--- src/rtl/pc_next_unit_if.sv ---
// Fetch-side bundle for pc_next_unit: control-flow inputs, trap request and the PC offer.
// slave is the PC unit's view; master is the driver's (pipeline/bench) view.
interface pc_next_unit_if #(
    parameter int unsigned XLEN  = 32,
    parameter int unsigned CNT_W = 16
);
    logic             fetch_ready_i;
    logic             stall_i;
    logic             br_taken_i;
    logic             jalr_i;
    logic [XLEN-1:0]  br_pc_i;
    logic [XLEN-1:0]  br_imm_i;
    logic [XLEN-1:0]  rs1_i;
    logic             trap_i;
    logic [XLEN-1:0]  trap_vec_i;
    logic [XLEN-1:0]  pc_o;
    logic             pc_valid_o;
    logic             redirect_o;
    logic [XLEN-1:0]  link_o;
    logic             misalign_o;
    logic [XLEN-1:0]  misalign_addr_o;
    logic [CNT_W-1:0] redirect_cnt_o;

    modport master (
        output fetch_ready_i, stall_i, br_taken_i, jalr_i, br_pc_i, br_imm_i,
               rs1_i, trap_i, trap_vec_i,
        input  pc_o, pc_valid_o, redirect_o, link_o, misalign_o,
               misalign_addr_o, redirect_cnt_o
    );

    modport slave (
        input  fetch_ready_i, stall_i, br_taken_i, jalr_i, br_pc_i, br_imm_i,
               rs1_i, trap_i, trap_vec_i,
        output pc_o, pc_valid_o, redirect_o, link_o, misalign_o,
               misalign_addr_o, redirect_cnt_o
    );
endinterface

--- src/rtl/pc_next_unit.sv ---
// Registered fetch PC: trap > aligned redirect > misaligned report > sequential advance,
// offered to fetch via valid/ready, with misalignment capture and a saturating redirect count.
module pc_next_unit #(
    parameter int unsigned      XLEN         = 32,
    parameter logic [XLEN-1:0]  RESET_VECTOR = '0,
    parameter int unsigned      IALIGN       = 4,
    parameter int unsigned      CNT_W        = 16
) (
    input  logic          clk_i,
    input  logic          rst_ni,
    pc_next_unit_if.slave bus
);
    localparam int unsigned AB   = (IALIGN == 2) ? 1 : 2;
    localparam logic [0:0]  BOOT = 1'b0;
    localparam logic [0:0]  RUN  = 1'b1;

    logic [0:0]       r_state;
    logic [XLEN-1:0]  r_pc;
    logic             r_redirect;
    logic             r_misalign;
    logic [XLEN-1:0]  r_misalign_addr;
    logic [CNT_W-1:0] r_cnt;

    logic [XLEN-1:0]  w_base;
    logic [XLEN-1:0]  w_target;
    logic [XLEN-1:0]  w_trap_pc;
    logic             w_misaligned;
    logic             w_take_branch;
    logic             w_redirect;
    logic             w_advance;

    always_comb begin
        w_base   = bus.jalr_i ? bus.rs1_i : bus.br_pc_i;
        w_target = w_base + bus.br_imm_i;
        // JALR clears bit 0 before alignment is judged, so odd rs1 alone never faults.
        if (bus.jalr_i) begin
            w_target[0] = 1'b0;
        end
        w_misaligned  = bus.br_taken_i && (w_target[AB-1:0] != '0);
        w_take_branch = bus.br_taken_i && !w_misaligned;
        w_trap_pc     = bus.trap_i ? {bus.trap_vec_i[XLEN-1:AB], {AB{1'b0}}} : '0;
        w_redirect    = bus.trap_i || w_take_branch;
        w_advance     = (r_state == RUN) && bus.fetch_ready_i && !bus.stall_i;
    end

    always_ff @(posedge clk_i or negedge rst_ni) begin
        if (!rst_ni) begin
            r_state         <= BOOT;
            r_pc            <= RESET_VECTOR;
            r_redirect      <= 1'b0;
            r_misalign      <= 1'b0;
            r_misalign_addr <= '0;
            r_cnt           <= '0;
        end else begin
            r_state    <= RUN;
            r_redirect <= w_redirect;
            r_misalign <= 1'b0;
            if (bus.trap_i) begin
                r_pc <= w_trap_pc;
            end else if (w_take_branch) begin
                r_pc <= w_target;
            end else if (bus.br_taken_i) begin
                r_misalign      <= 1'b1;
                r_misalign_addr <= w_target;
            end else if (w_advance) begin
                r_pc <= r_pc + XLEN'(IALIGN);
            end
            if (w_redirect && (r_cnt != '1)) begin
                r_cnt <= r_cnt + CNT_W'(1);
            end
        end
    end

    assign bus.pc_o            = r_pc;
    assign bus.pc_valid_o      = (r_state == RUN);
    assign bus.redirect_o      = r_redirect;
    assign bus.link_o          = bus.br_pc_i + XLEN'(4);
    assign bus.misalign_o      = r_misalign;
    assign bus.misalign_addr_o = r_misalign_addr;
    assign bus.redirect_cnt_o  = r_cnt;
endmodule
--- src/flat_wrapper.sv ---
// flat-port wrapper written by rule: the top's interface ports become plain ports
module pc_next_unit_flat 
#(
    parameter int unsigned      XLEN         = 32,
    parameter logic [XLEN-1:0]  RESET_VECTOR = '0,
    parameter int unsigned      IALIGN       = 4,
    parameter int unsigned      CNT_W        = 16
)
  (clk_i, rst_ni, bus_fetch_ready_i, bus_stall_i, bus_br_taken_i, bus_jalr_i, bus_br_pc_i, bus_br_imm_i, bus_rs1_i, bus_trap_i, bus_trap_vec_i, bus_pc_o, bus_pc_valid_o, bus_redirect_o, bus_link_o, bus_misalign_o, bus_misalign_addr_o, bus_redirect_cnt_o);
  pc_next_unit_if #(.XLEN(XLEN), .CNT_W(CNT_W)) bus_i ();
  input  logic clk_i;
  input  logic rst_ni;
  input wire logic [$bits(bus_i.fetch_ready_i)-1:0] bus_fetch_ready_i;
  input wire logic [$bits(bus_i.stall_i)-1:0] bus_stall_i;
  input wire logic [$bits(bus_i.br_taken_i)-1:0] bus_br_taken_i;
  input wire logic [$bits(bus_i.jalr_i)-1:0] bus_jalr_i;
  input wire logic [$bits(bus_i.br_pc_i)-1:0] bus_br_pc_i;
  input wire logic [$bits(bus_i.br_imm_i)-1:0] bus_br_imm_i;
  input wire logic [$bits(bus_i.rs1_i)-1:0] bus_rs1_i;
  input wire logic [$bits(bus_i.trap_i)-1:0] bus_trap_i;
  input wire logic [$bits(bus_i.trap_vec_i)-1:0] bus_trap_vec_i;
  output wire logic [$bits(bus_i.pc_o)-1:0] bus_pc_o;
  output wire logic [$bits(bus_i.pc_valid_o)-1:0] bus_pc_valid_o;
  output wire logic [$bits(bus_i.redirect_o)-1:0] bus_redirect_o;
  output wire logic [$bits(bus_i.link_o)-1:0] bus_link_o;
  output wire logic [$bits(bus_i.misalign_o)-1:0] bus_misalign_o;
  output wire logic [$bits(bus_i.misalign_addr_o)-1:0] bus_misalign_addr_o;
  output wire logic [$bits(bus_i.redirect_cnt_o)-1:0] bus_redirect_cnt_o;
  assign bus_i.fetch_ready_i = bus_fetch_ready_i;
  assign bus_i.stall_i = bus_stall_i;
  assign bus_i.br_taken_i = bus_br_taken_i;
  assign bus_i.jalr_i = bus_jalr_i;
  assign bus_i.br_pc_i = bus_br_pc_i;
  assign bus_i.br_imm_i = bus_br_imm_i;
  assign bus_i.rs1_i = bus_rs1_i;
  assign bus_i.trap_i = bus_trap_i;
  assign bus_i.trap_vec_i = bus_trap_vec_i;
  assign bus_pc_o = bus_i.pc_o;
  assign bus_pc_valid_o = bus_i.pc_valid_o;
  assign bus_redirect_o = bus_i.redirect_o;
  assign bus_link_o = bus_i.link_o;
  assign bus_misalign_o = bus_i.misalign_o;
  assign bus_misalign_addr_o = bus_i.misalign_addr_o;
  assign bus_redirect_cnt_o = bus_i.redirect_cnt_o;
  pc_next_unit #(.XLEN(XLEN), .RESET_VECTOR(RESET_VECTOR), .IALIGN(IALIGN), .CNT_W(CNT_W)) u_core (.clk_i(clk_i), .rst_ni(rst_ni), .bus(bus_i));
endmodule
--- config.mk ---
export PLATFORM = sky130hd
export DESIGN_NAME = pc_next_unit_flat
export DESIGN_NICKNAME = d
export VERILOG_FILES = /design/src/rtl/pc_next_unit_if.sv /design/src/rtl/pc_next_unit.sv /design/src/flat_wrapper.sv
export SDC_FILE = /design/constraint.sdc
export NUM_CORES = 1
export LEC_CHECK = 0
export ABC_AREA = 0
export BUFFER_PORTS_ARGS = -buffer_cell sky130_fd_sc_hd__buf_2
export CORE_ASPECT_RATIO = 0.5
export CORE_MARGIN = 2
export CORE_UTILIZATION = 40
export CTS_BUF_LIST = sky130_fd_sc_hd__clkbuf_8
export DETAILED_ROUTE_END_ITERATION = 8
export PLACE_DENSITY = 0.63
export RECOVER_POWER = 25
export SYNTH_ARGS = -nofsm -noshare
export SYNTH_HDL_FRONTEND = slang
export SYNTH_SLANG_ARGS = --single-unit
--- constraint.sdc ---
create_clock -name clk_i -period 2.45 [get_ports clk_i]
set_clock_uncertainty 0.2 [all_clocks]
set_input_delay 0 -clock clk_i [delete_from_list [all_inputs] [get_ports clk_i]]
set_output_delay 0 -clock clk_i [all_outputs]
set_load 0.05 [all_outputs]
==> results.txt <==
FFs w/ async S/R, synth: 1.00
Die Width: 189 um
Yosys cell types: 77
Worst-case reg-to-reg path depth: 9
LEAKAGE: 5.00 nW
Routed vias: 7649
Mux contribution to synthesized area: 0.0635
Failing checks: negative setup slack
Initial Util: 0.413
Setup WS post-layout: -0.0425 ns
Clock buffer depth: 2
First-pass GRT wire length: 37200 um
Largest area contributor in the synthesized netlist: dfrtp_1
RSZ-0062 raised after global routing: yes
Filler cells: 1459
Setup TNS: -0.0425 ns
Via density: 5.24
Syn-to-layout area delta: 57.3%
I/O Buffers: 247
Fin cells: 1460
Core Region: 16500 sq um
Max cap viols: 0
XOR/XNOR Fraction of Synth Area: 0.122
DP Cell Count: 1394
VDD IR max: 0.642 mV
Row cnt: 33
Final setup fails: 1
Endpoint class of the critical path: flip-flop
Final global-route overflow total: 0
Largest family of logic cells by synthesized area: simple AND/OR/NAND/NOR gates
CP required: 2.52 ns
All-layer global routing usage: 0.259
Worst Tran Pin Value: 1.34 ns
Dpl hpwl: 19000 um
Clk root buf: clkbuf_8
Initial antenna violation count: 0
Tmin final: 2.49 ns
Slew headroom: 0.110
Final ANT Viol Nets: 0
Depth of the worst hold-timing path: 5
Share of layout cells above drive strength 1: 0.471
Die height: 96.3 um
Synth area leaders: dfrtp_1 (30%), xnor2_1 (7.3%), ha_1 (6.2%)
Syn. warnings: 0
Type of element launching the critical path: input port
CP Class: in -> reg
Pin count of the biggest net entering global routing: 53
GPL Wtd Cong: 0.891
Htree depth: 3
WL final: 24200 um
Cell Area, Synth: 6820 sq um
Yosys top cell area share: 0.305
Die ar.: 18200 sq um
Cell Pwr Density: 675 nW/um^2
CP arrival: 2.56 ns
Register bit total from synthesis: 83
Syn Nets: 972
Avg WL per Cell: 16.6 um
Gate Count Post-Synth: 802
Achievable Freq: 401 MHz
Final Max Tran Viols: 0
First-pass DRT Iterations: 5
Syn Area/Cell: 8.50 sq um
Number of synthesized flops with an enable pin: 0
HP Class: in -> reg
Ports: 250
Vias in the first global route: 7385
Final net count: 1398
Inserted Diodes: 0
Prevailing post-synth register cell: dfrtp_1
Tcrit/Tclk final: 1.02
Final hold violations: 0
Drt initial violations: 363
Drt drc: 0
CTS tree: yes
Compound-Gate Fraction of Synth Area: 0.198
Status: finished with violations
Clock transition at the registers of the reported paths: 0.10 ns
Synth Area in Simple Gates: 0.208
Max FO, Critical Path: 7
Register area share after synthesis: 0.305
Skew-Pair Late Insertion Delay: 0.38 ns
# clock sinks: 83
Synth Area in Adders: 0.0653
Num CTS Buffers: 9
[routing by layer]
metal / vias up / GRT usage / part of all wire / routed length (um)
li1: 3743 / - / - / -
met1: 3643 / 0.358 / 0.48 / 11500
met2: 231 / 0.415 / 0.45 / 10800
met3: 32 / 0.0547 / 0.064 / 1550
met4: 0 / 0.0612 / 0.014 / 341
met5: - / 0 / 0 / 0
[power by group]
part	internal [mW]	switching [mW]
Combinational	1.51	2.76
Clock	0.396	0.527
Sequential	1.72	0.323
[kinds of logic after synthesis]
| family | after synthesis |
|---|---|
| compound gates | 203 |
| xor+xnor | 95 |
| fa+ha+maj | 35 |
| buf+inv | 58 |
| flops | 83 |
| mux | 39 |
| other cells | 1 |
| simple gates | 288 |
[state kept, by name, indices dropped and copies added (netlist names)]
register and cells:
u_core.bus.redirect_cnt_o 16, u_core.bus.redirect_o 1, u_core.bus.misalign_o 1, u_core.bus.misalign_addr_o 32, u_core.bus.pc_valid_o 1, u_core.bus.pc_o 32
[stage by stage]
stage	area (sq um)	util	hold WS, ns	setup slack [ns]	total power [mW]
global route	10700	0.649	0.0806	-0.114	7.62
CTS	10300	0.624	0.0197	0.0220	7.08
finish	10700	0.649	0.0517	-0.0425	7.24
floorplan	7060	-	-0.496	-0.289	4.63
global placement	9580	0.580	-0.119	-0.625	6.00
detailed placement	9580	0.580	-0.116	-0.718	6.06
[path summary, 6_finish.rpt]
kind	from	slack, ns	endpoint
setup / recovery	bus_jalr_i	-0.04	u_core.bus.pc_o[28]
hold / removal	bus_br_imm_i[3]	0.05	u_core.bus.misalign_addr_o[3]
setup reg to reg	u_core.bus.pc_o[3]	0.11	u_core.bus.pc_o[22]
hold reg to reg	u_core.bus.misalign_addr_o[16]	0.28	u_core.bus.misalign_addr_o[16]
max in group asynchronous	rst_ni	0.57	u_core.bus.misalign_addr_o[17]
min in group asynchronous	rst_ni	0.27	u_core.bus.redirect_cnt_o[2]
[cell type report]
cell class / count / area (sq um) / area share
Clock buffer: 10 / 138 / 0.0128
Inverter: 16 / 62.6 / 0.00583
Multi-Input combinational cell: 661 / 5130 / 0.478
Clock inverter: 6 / 42.5 / 0.00397
Sequential cell: 83 / 2090 / 0.195
Tap cell: 227 / 284 / 0.0265
Timing Repair Buffer: 457 / 2980 / 0.278
[synthesized netlist by cell type (8+ instances only)]
cell	number
a211oi_1	10
inv_1	15
a21oi_1	55
nand4_1	26
nand3_1	37
buf_4	8
ha_1	34
dfrtp_1	83
o21ai_0	54
clkbuf_1	31
xnor2_1	57
mux2_2	34
nor2_1	50
xor2_1	38
nand2_1	110
a21o_1	8
and3_1	18
o22ai_1	10
[critical path, cell delays in order]
cell and delay, ns:
buf_12 0.12, mux2_4 0.31, ha_4 0.17, fa_2 0.40
a21oi_2 0.18, o211ai_1 0.14, and3_4 0.23, a21oi_4 0.16
a41oi_4 0.18, nor2_2 0.18, mux2_4 0.31, a22o_1 0.18
[timing repair]
action                     CTS  global route
buffers inserted             2             5
hold buffers                43             0
hold endpoints to repair   100             0
setup endpoints to repair   36            31
resized for setup           22            65
gates cloned                 0             1
pin swaps                   14            30
[cell usage in the layout, fill, tap and decap left out, types with 5 or more instances in the layout]
cell type      count
a211oi_1           7
a211oi_2           5
a21o_1             8
a21oi_1           34
a21oi_2           21
and2_1             6
and3_1            15
buf_2            239
buf_4            161
clkbuf_1           7
clkbuf_8          10
dfrtp_1           73
dfrtp_2           10
dlygate4sd3_1     42
ha_1              17
ha_4              16
inv_1             15
mux2_2            26
mux2_4             8
nand2_1          109
nand3_1           31
nand3_2            6
nand4_1           26
nor2_1            48
nor3_2             6
o21a_1             6
o21ai_0           49
o21ai_1            5
o21bai_1           5
o22ai_1            9
xnor2_1           55
xor2_1            33
xor2_2             5
Power figures use the tool's default switching activity.
